## src/rtl/ace_read_arbiter.sv

```systemverilog
// Two-port round-robin read arbiter onto a single coherent-bus read master.
// One burst outstanding at a time; the AR channel is registered and R beats return to the owner.
module ace_read_arbiter #(
  parameter int ADDR_WIDTH = 32,
  parameter int DATA_WIDTH = 32
) (
  input  logic                  clk,
  input  logic                  rst,

  input  logic [ADDR_WIDTH-1:0] s0_araddr,
  input  logic [7:0]            s0_arlen,
  input  logic                  s0_arvalid,
  output logic                  s0_arready,
  output logic [DATA_WIDTH-1:0] s0_rdata,
  output logic [1:0]            s0_rresp,
  output logic                  s0_rlast,
  output logic                  s0_rvalid,
  input  logic                  s0_rready,

  input  logic [ADDR_WIDTH-1:0] s1_araddr,
  input  logic [7:0]            s1_arlen,
  input  logic                  s1_arvalid,
  output logic                  s1_arready,
  output logic [DATA_WIDTH-1:0] s1_rdata,
  output logic [1:0]            s1_rresp,
  output logic                  s1_rlast,
  output logic                  s1_rvalid,
  input  logic                  s1_rready,

  output logic [ADDR_WIDTH-1:0] m_araddr,
  output logic [7:0]            m_arlen,
  output logic                  m_arvalid,
  input  logic                  m_arready,
  input  logic [DATA_WIDTH-1:0] m_rdata,
  input  logic [1:0]            m_rresp,
  input  logic                  m_rlast,
  input  logic                  m_rvalid,
  output logic                  m_rready,

  output logic                  busy,
  output logic                  grant
);

  typedef enum logic [1:0] {
    IDLE = 2'd0,
    ADDR = 2'd1,
    DATA = 2'd2
  } state_t;

  state_t state, state_nxt;

  logic last_grant;
  logic owner;
  logic req;
  logic winner;
  logic accept;
  logic last_beat;

  // Winner: a lone requester wins; on a tie the port that did not go last wins.
  always_comb begin
    req    = s0_arvalid | s1_arvalid;
    winner = 1'b0;
    if (s0_arvalid && s1_arvalid) begin
      winner = ~last_grant;
    end else begin
      winner = s1_arvalid;
    end
  end

  assign accept    = (state == IDLE) && req;
  assign last_beat = (state == DATA) && m_rvalid && m_rready && m_rlast;

  always_comb begin
    state_nxt = state;
    unique case (state)
      IDLE:    if (req)       state_nxt = ADDR;
      ADDR:    if (m_arready) state_nxt = DATA;
      DATA:    if (last_beat) state_nxt = IDLE;
      default:                state_nxt = IDLE;
    endcase
  end

  // owner doubles as the visible grant: it holds the last owner once back in IDLE,
  // while last_grant starts at 1 so that s0 wins the first tie yet grant reads 0.
  always_ff @(posedge clk or negedge rst) begin
    if (!rst) begin
      state      <= IDLE;
      last_grant <= 1'b1;
      owner      <= 1'b0;
      m_araddr   <= '0;
      m_arlen    <= '0;
    end else begin
      state <= state_nxt;
      if (accept) begin
        owner    <= winner;
        m_araddr <= winner ? s1_araddr : s0_araddr;
        m_arlen  <= winner ? s1_arlen  : s0_arlen;
      end
      if (last_beat) begin
        last_grant <= owner;
      end
    end
  end

  always_comb begin
    s0_arready = accept && !winner;
    s1_arready = accept &&  winner;
    m_arvalid  = (state == ADDR);
    busy       = (state != IDLE);
    grant      = owner;

    m_rready   = 1'b0;
    s0_rvalid  = 1'b0;
    s1_rvalid  = 1'b0;
    if (state == DATA) begin
      m_rready  = owner ? s1_rready : s0_rready;
      s0_rvalid = !owner && m_rvalid;
      s1_rvalid =  owner && m_rvalid;
    end

    s0_rdata = m_rdata;
    s0_rresp = m_rresp;
    s0_rlast = m_rlast;
    s1_rdata = m_rdata;
    s1_rresp = m_rresp;
    s1_rlast = m_rlast;
  end

endmodule

```

## config.mk

```make
export PLATFORM = sky130hd
export DESIGN_NAME = ace_read_arbiter
export DESIGN_NICKNAME = d
export VERILOG_FILES = /design/src/rtl/ace_read_arbiter.sv
export SDC_FILE = /design/constraint.sdc
export NUM_CORES = 1
export LEC_CHECK = 0
export BUFFER_PORTS_ARGS = -buffer_cell sky130_fd_sc_hd__buf_4
export CORE_AREA = 3 3 92 94
export CTS_CLUSTER_SIZE = 16
export DETAILED_ROUTE_END_ITERATION = 8
export DIE_AREA = 0 0 95 97
export PLACE_DENSITY = 0.83
export SLEW_MARGIN = 20
export SYNTH_ARGS = -nofsm -noshare
export SYNTH_HDL_FRONTEND = slang
export SYNTH_SLANG_ARGS = --single-unit
export TNS_END_PERCENT = 10
```

## constraint.sdc

```tcl
create_clock -name clk -period 2.1 [get_ports clk]
set_input_delay 0 -clock clk [delete_from_list [all_inputs] [get_ports clk]]
set_output_delay 0 -clock clk [all_outputs]
set_load 0.005 [all_outputs]
```

Yosys cells after proc, flatten, opt, wreduce, memory -nomap -nowiden
Index checks and enable logic that the tools add are counted.
Storage, ports and cells
  register bits after elaboration: 44
  word-level logic and storage cells: 37
  bits of input ports: 123
Operators by class
  bitwise logic cells: 2
  eq/ne operators: 5
  muxes and demuxes: 11
  reductions and logical operators: 14
Operators by type and width (number)
  two-way mux 32 bit: 1
  logical AND 1 bit: 9
  two-way mux 8 bit: 1
  two-way mux 2 bit: 3
  case mux 2 bit (3 select lines): 1
  two-way mux 1 bit: 5
  inequality test 2 bit (second input constant): 2
  AND reduction 3 bit: 1
  == test 2 x 1 -> 1 bit (second input constant): 1
  == test 2 bit (second input constant): 1
  zero test 1 bit: 2
  zero test 2 bit: 1
  inequality test 2 x 1 -> 1 bit (second input constant): 1
  nonzero test 2 bit: 1
  NOT 1 bit: 1
  OR 1 bit: 1

Depth between registers and ports, before layout
Gate-level depths: netlist of the first run.
  word-level depth: 6
  depth in mapped cells: 5
  depth with buffers taken out: 4

Worst setup path after synthesis of the first run
Ideal clock, no wire load.
  path type: reg2reg
  start point: reg last_grant
  end point: reg m_araddr[25]
  stages on the path, launching flop included: 6
  setup slack: 695 ps
  arrival: 1279 ps
  data required time: 1974 ps
  buffers on the path: 2
  cell sequence: dfstp_2 > nand2_1 > and3_1 > buf_2 > buf_2 > a221o_1
Between the ends
  cells in the longest elaborated chain, start to end: 3
Ends and longest elaborated chain
  from (decl): RTL line 52  | logic last_grant;
  from (signal assigned): RTL line 100  | last_grant <= owner;
  NOT 1 bit: RTL line 64  | winner = ~last_grant;
  two-way mux 1 bit: RTL line 63  | if (s0_arvalid && s1_arvalid) begin
  two-way mux 32 bit: RTL line 96  | m_araddr <= winner ? s1_araddr : s0_araddr;
  to (signal assigned): RTL line 96
  to (decl): RTL line 30  | output logic [ADDR_WIDTH-1:0] m_araddr,
Every way passes these cells.
A chain may end at the register's enable or synchronous reset.

Worst setup path in the final report of the first run
  start point: reg last_grant
  end point: out s0_arready
Between the ends
  cells in the longest elaborated chain, start to end: 4
Ends and longest elaborated chain
  NOT 1 bit: RTL line 64
  two-way mux 1 bit: RTL line 63
  zero test 1 bit: RTL line 106  | s0_arready = accept && !winner;
  logical AND 1 bit: RTL line 106
  to (decl): RTL line 13  | output logic s0_arready,
Every way passes these cells.

==> results.yml, run 1 <==
yosys:
  post-synth-top-area-cell: "dfrtp_1"
  netlist.area_leader.share_pct: 41.7
  syn_area_per_cell_sq_um: 11.0
  synth-main-ff-cell: "dfrtp_1"
  synthTopCellsByArea: "dfrtp_1 42%, buf_4 20%, a221o_1 16%, o21a_1 12%, buf_6 2.2%"
  syn_inst: 234
  ys_seq_area_share_pct: 42.7
  mappedNetlistArea_sq_mm: 0.00258
  synth_commonest_cells: "70 x buf_4, 43 x dfrtp_1, 40 x a221o_1, 40 x o21a_1, 7 x clkbuf_1"
  synth.most_common_cell: "buf_4"
  synth_cell_types: 23
  syn_nets: 357
  async_flop_share_pct: 100
  yosys_warnings: 0
  synth_edf_count: 0
  synth_seq_cells: 44
place:
  place_area_sq_mm: 0.00314
  hpwl_um: 5150
  gp_routability_congestion: 0.705
  place_inst: 390
  port-buffer-count: 138
setup_path:
  path_max_fanout: 41
  cp.arrival_ps: 1680
  slowest_delay_ps: 550
  crit_chain: "nand2b_1, and3_1, buf_4, buf_4"
  startpoint_type: "flop"
  slowest_stage: "dfstp_2"
  path_class: "flop to output port"
  crit_family: "buffers and inverters"
  required_ps: 2100
  critPathCaptureType: "output port"
  r2r_setup_slack_ps: 470
  crit_buf_inv: 2
  path_common_cell: "buf_4"
detailed_routing:
  drtIter0Drc: 88
  vias_per_cell: 5.05
  drt_pre_antenna_iters: 4
  vias: 2422
  ant_nets: 0
  wl_um: 8730
  drc: 0
  wire_per_inst_um: 18.2
global_routing:
  grt_max_degree: 45
  grt_pass1_wl_um: 13600
  grt_use_total_pct: 18.8
  grt_pass1_vias: 2766
  overflow: 0
  antenna_found_initial: 0
floorplan:
  initial_core_util_pct: 33.4
  die_area_sq_mm: 0.00922
  core_area_sq_mm: 0.00773
  num_rows: 32
  io_pins: 241
  die_w_um: 95
  die_y_um: 97
pwr:
  power_switching_w: 0.00150
  power.share.sequential_pct: 34.4
  p_clk_share_pct: 14.4
  combPwrFrac_pct: 51.2
  leakagePower_nw: 1.93
  intPower_w: 0.00296
  p_per_area_mw_per_mm2: 1100
  switching_share_pct: 33.5
  ir_worst_vdd_uv: 460
layout:
  regArea_sq_mm: 0.00110
  multi_input_area_sq_um: 838
  final_core_utilization_pct: 52.7
  fillCellCount: 630
  area_delta_synth_final_pct: 57.8
  final_area_sq_mm: 0.00407
  drive_above_1_share_pct: 40.7
  diodes: 0
  fin_nets: 500
  layoutNonFillerInstCount: 480
timing:
  finalCritPeriodShare_pct: 80.2
  slew_headroom_pct: 46.3
  skew_ps: 12.4
  setup_violations: 0
  fin_setup_tns_ps: 0
  hold_violations: 0
  slew_violations: 0
  fmax_mhz: 594
  rsz0062_at_grt: "no"
  post-route-min-period_ps: 1680
  worst_pin_slew_ps: 804
clocking:
  cts_buffer_depth: 2
  cts_resized: 0
  cts-root-buf: "clkbuf_8"
  clock-sinks: 44
  cts_made_buffers: 5
  hold_buffers: 82
  tritoncts: "yes"
  htree_levels: 2
  postCtsSetupBuffers: 0
  path_clk_slew_ps: 90
  worst_skew_pair.late_latency_ps: 300
flow_run:
  drv_cap: 0
run_status:
  outcome: "complete, no violations"
min_path:
  hp-class: "input pin to output port"
[path summary, 6_finish.rpt]
kind	from	endpoint	cells after the start
worst max-delay path	last_grant$_DFFE_PN1P_	s0_arready	4
worst min register to register	m_araddr[23]$_DFFE_PN0N_	m_araddr[23]$_DFFE_PN0N_	2
max in group asynchronous	rst	m_araddr[24]$_DFFE_PN0N_	2
min in group asynchronous	rst	m_araddr[30]$_DFFE_PN0N_	2
worst min-delay path	m_rdata[27]	s1_rdata[27]	0
worst max register to register	state[1]$_DFFE_PN0P_	m_arlen[3]$_DFFE_PN0N_	4
[sequential cells by signal (all words and copies together) (netlist names)]
register,cells
m_araddr,32
grant,1
m_arlen,8
last_grant,1
state,2
[cell families (layout without fill, tap and decap cells)]
| kind of cell | count (synthesis) | after routing | share of synthesized area, % |
|---|---|---|---|
| buffers and inverters | 90 | 234 | 25.0 |
| AO/OA/AOI/OAI | 83 | 83 | 28.0 |
| AND/OR/NAND/NOR | 15 | 15 | 3.35 |
| multiplexers | 2 | 2 | 0.825 |
| flip-flops | 44 | 44 | 42.7 |
[placed cells by master (no fill, tap or decap), types with 2 or more instances in the layout]
cell type      count
clkbuf_8           5
nand2b_1           3
nor2_1             2
o2bb2ai_1          2
and3_1             2
nand2_1            2
dfrtp_1           43
dlygate4sd3_1     82
o21a_1            40
buf_4            142
a221o_1           40
[routing by layer]
layer | wire length [um] | global-route usage (%) | vias up
li1 | - | - | 1083
met1 | 2950 | 18.1 | 1149
met2 | 4670 | 34.9 | 161
met3 | 828 | 6.07 | 29
met4 | 279 | 8.77 | 0
met5 | 0 | 0 | -
[cell type report]
cell class                 instances  share of cell area, %
timing repair buffer             224                   46.4
inverter                           2                  0.184
clock inverter                     2                  0.861
clock buffer                       6                   1.78
sequential                        44                   27.1
multi-input combinational        100                   20.6
tap                              102                   3.14
[through the flow]
step / hold slack [ps] / power (W) / worst slack (ps)
floorplan: -296 / 0.00276 / 695
global placement: 0.0536 / 0.00360 / 601
detailed placement: 0.0536 / 0.00367 / 515
CTS: 0.0536 / 0.00446 / 399
global route: 0.00948 / 0.00476 / 291
finish: 0.00166 / 0.00446 / 416
[power groups by stage]
stage / sequential, W / combinational, W / clock [W]
floorplan: 0.00153 / 0.00123 / 0
global placement: 0.00153 / 0.00207 / 0
detailed placement: 0.00153 / 0.00214 / 0
CTS: 0.00152 / 0.00227 / 0.000669
global route: 0.00158 / 0.00248 / 0.000701
finish: 0.00154 / 0.00228 / 0.000640
Power figures use the tool's default switching activity.
==> run 2, diff against run 1 <==
--- a/config.mk
+++ b/config.mk
@@ -6,11 +6,11 @@
 export NUM_CORES = 1
 export LEC_CHECK = 0
 export BUFFER_PORTS_ARGS = -buffer_cell sky130_fd_sc_hd__buf_4
-export CORE_AREA = 3 3 92 94
+export CORE_MARGIN = 3
+export CORE_UTILIZATION = 34
 export CTS_CLUSTER_SIZE = 16
 export DETAILED_ROUTE_END_ITERATION = 8
-export DIE_AREA = 0 0 95 97
-export PLACE_DENSITY = 0.83
+export PLACE_DENSITY = 0.88
 export SLEW_MARGIN = 20
 export SYNTH_ARGS = -nofsm -noshare
 export SYNTH_HDL_FRONTEND = slang
==> constraint.sdc (replaced) <==
create_clock -name clk -period 1.5 [get_ports clk]
set_input_delay 0 -clock clk [delete_from_list [all_inputs] [get_ports clk]]
set_output_delay 0 -clock clk [all_outputs]
set_load 0.005 [all_outputs]
==> run 2 against run 1 <==
Core utilization increased by 4.0 points. Combinational power grew 46%. Cell area increased by 1.6%. Clock power is 12% higher. Sequential share of layout area fell by 0.43 points. Routed wire length decreased by 0.14%. Via count grew 0.66%. Largest cell class unchanged. Sequential power is 40% higher. Non-clock buffer count is 2 higher. Register-to-register slack worse by 450 ps. Final cell count shrank 0.21%. First-iteration DRC count rose by 8.0%.
==> results.yml, run 2 (synthesis gave the netlist of run 1 again) <==
run_status:
  outcome: "complete, no violations"
clocking:
  cts_made_buffers: 5
  cts-root-buf: "clkbuf_8"
  path_clk_slew_ps: 80
  clock-sinks: 44
  cts_buffer_depth: 2
  tritoncts: "yes"
  htree_levels: 2
  worst_skew_pair.late_latency_ps: 290
setup_path:
  slowest_delay_ps: 450
  r2r_setup_slack_ps: 20
  cp.arrival_ps: 1650
  r2r_start: "state[1]$_DFFE_PN0P_"
  crit_buf_inv: 1
  path_class: "flop to flop"
  reg2reg_depth: 4
  required_ps: 1670
  crit_family: "flip-flops"
  crit_start: "state[1]$_DFFE_PN0P_"
  crit_chain: "nor2_4, and3_4, bufbuf_16, a221o_1"
  critPathCaptureType: "flop"
  slowest_stage: "dfrtp_1"
  r2r_end: "m_araddr[14]$_DFFE_PN0N_"
  path_max_fanout: 20
  startpoint_type: "flop"
timing:
  worst_pin_slew_ps: 578
  skew_ps: 4.30
  slew_violations: 0
  setup_violations: 0
  finalCritPeriodShare_pct: 98.5
  slew_headroom_pct: 61.5
  post-route-min-period_ps: 1480
  hold_violations: 0
  worst_slack_ps: 22.3
  fin_setup_tns_ps: 0
  fmax_mhz: 677
detailed_routing:
  drc: 0
  drtIter0Drc: 95
  wire_per_inst_um: 18.2
  drt_pre_antenna_iters: 4
  wl_um: 8720
  vias_per_cell: 5.09
  vias: 2438
  ant_nets: 0
layout:
  reg_top3: "m_araddr (32), m_arlen (8), state (2)"
  final_area_sq_mm: 0.00414
  final_core_utilization_pct: 56.7
  fillCellCount: 582
  diodes: 0
  fin_nets: 502
  top_register: "m_araddr"
  mostFrequentLayoutCells: "138 x buf_4, 82 x dlygate4sd3_1, 43 x dfrtp_1, 40 x o21a_1, 40 x a221o_1"
  largest_reg_flops: 32
  area_delta_synth_final_pct: 60.4
  mostFrequentLayoutCell: "buf_4"
  drive_above_1_share_pct: 41.1
pwr:
  leakagePower_nw: 1.95
  total_power_w: 0.00621
  ir_worst_vdd_uv: 763
  p_per_area_mw_per_mm2: 1500
global_routing:
  grt_use_total_pct: 19.5
  grt_max_degree: 45
  overflow: 0
  grt_pass1_vias: 2618
  antenna_found_initial: 0
  grt_pass1_wl_um: 13300
min_path:
  hold_path_startpoint: "m_rdata[16]"
  hold-path-endpoint: "s0_rdata[16]"
  hp-class: "input pin to output port"
  hold-path-cell-count: 0
place:
  gp_routability_congestion: 0.791
  hpwl_um: 5010
  port-buffer-count: 138
  pre_cts_slack_ps: 49.4
  place_area_sq_mm: 0.00318
floorplan:
  num_rows: 31
  core_area_sq_mm: 0.00729
  die_y_um: 93.1
  io_pins: 241
  initial_core_util_pct: 35.4
  die_area_sq_mm: 0.00867
  die_w_um: 93.1
flow_run:
  drv_cap: 0
[run 2: final cells by class]
type / count / area, sq um / share of cell area (%)
multi-input cells: 100 / 848 / 20.5
flip-flops and latches: 44 / 1100 / 26.7
inverters: 2 / 7.51 / 0.182
clock buffers: 7 / 76.3 / 1.85
clock inverters: 1 / 5.00 / 0.121
well taps: 99 / 124 / 3.00
repair buffers: 226 / 1970 / 47.7
[run 2: worst max path at each step]
| stage | endpoint | slack [ps] | depth (start not counted) |
|---|---|---|---|
| after floorplan | m_araddr[26]$_DFFE_PN0N_ | 90 | 5 |
| after global placement | m_araddr[10]$_DFFE_PN0N_ | 100 | 4 |
| after detailed placement | m_araddr[10]$_DFFE_PN0N_ | 50 | 4 |
| after CTS | m_araddr[18]$_DFFE_PN0N_ | 30 | 4 |
| after global routing | s1_arready | -5 | 4 |
| final | m_araddr[14]$_DFFE_PN0N_ | 20 | 4 |
[run 2: repair_timing]
item,CTS,global route
cloned,1,0
setup buffers,0,0
endpoints found under the hold margin,85,0
pin swaps,0,7
hold buffers,82,0
gates resized for setup,2,3
setup endpoints to repair,1,16
[run 2: routing by layer]
layer  wire (um)  up-vias  track usage, %
met5           0        -               0
met4         297        0            8.42
met3         780       34            5.79
met2        4500      183            35.8
met1        3140     1138            20.4
li1            -     1083               -
[run 2: stage by stage]
stage	hold WS, ps	instances
CTS	0.0536	479
global route	0.00867	479
finish	0.00255	479
detailed placement	0.0536	388
global placement	0.0536	388
floorplan	-296	234
[run 2: power breakdown]
part | switching, W | internal (W) | total [W]
registers | 0.000385 | 0.00177 | 0.00216
clock network | 0.000388 | 0.000328 | 0.000716
logic | 0.00130 | 0.00204 | 0.00334
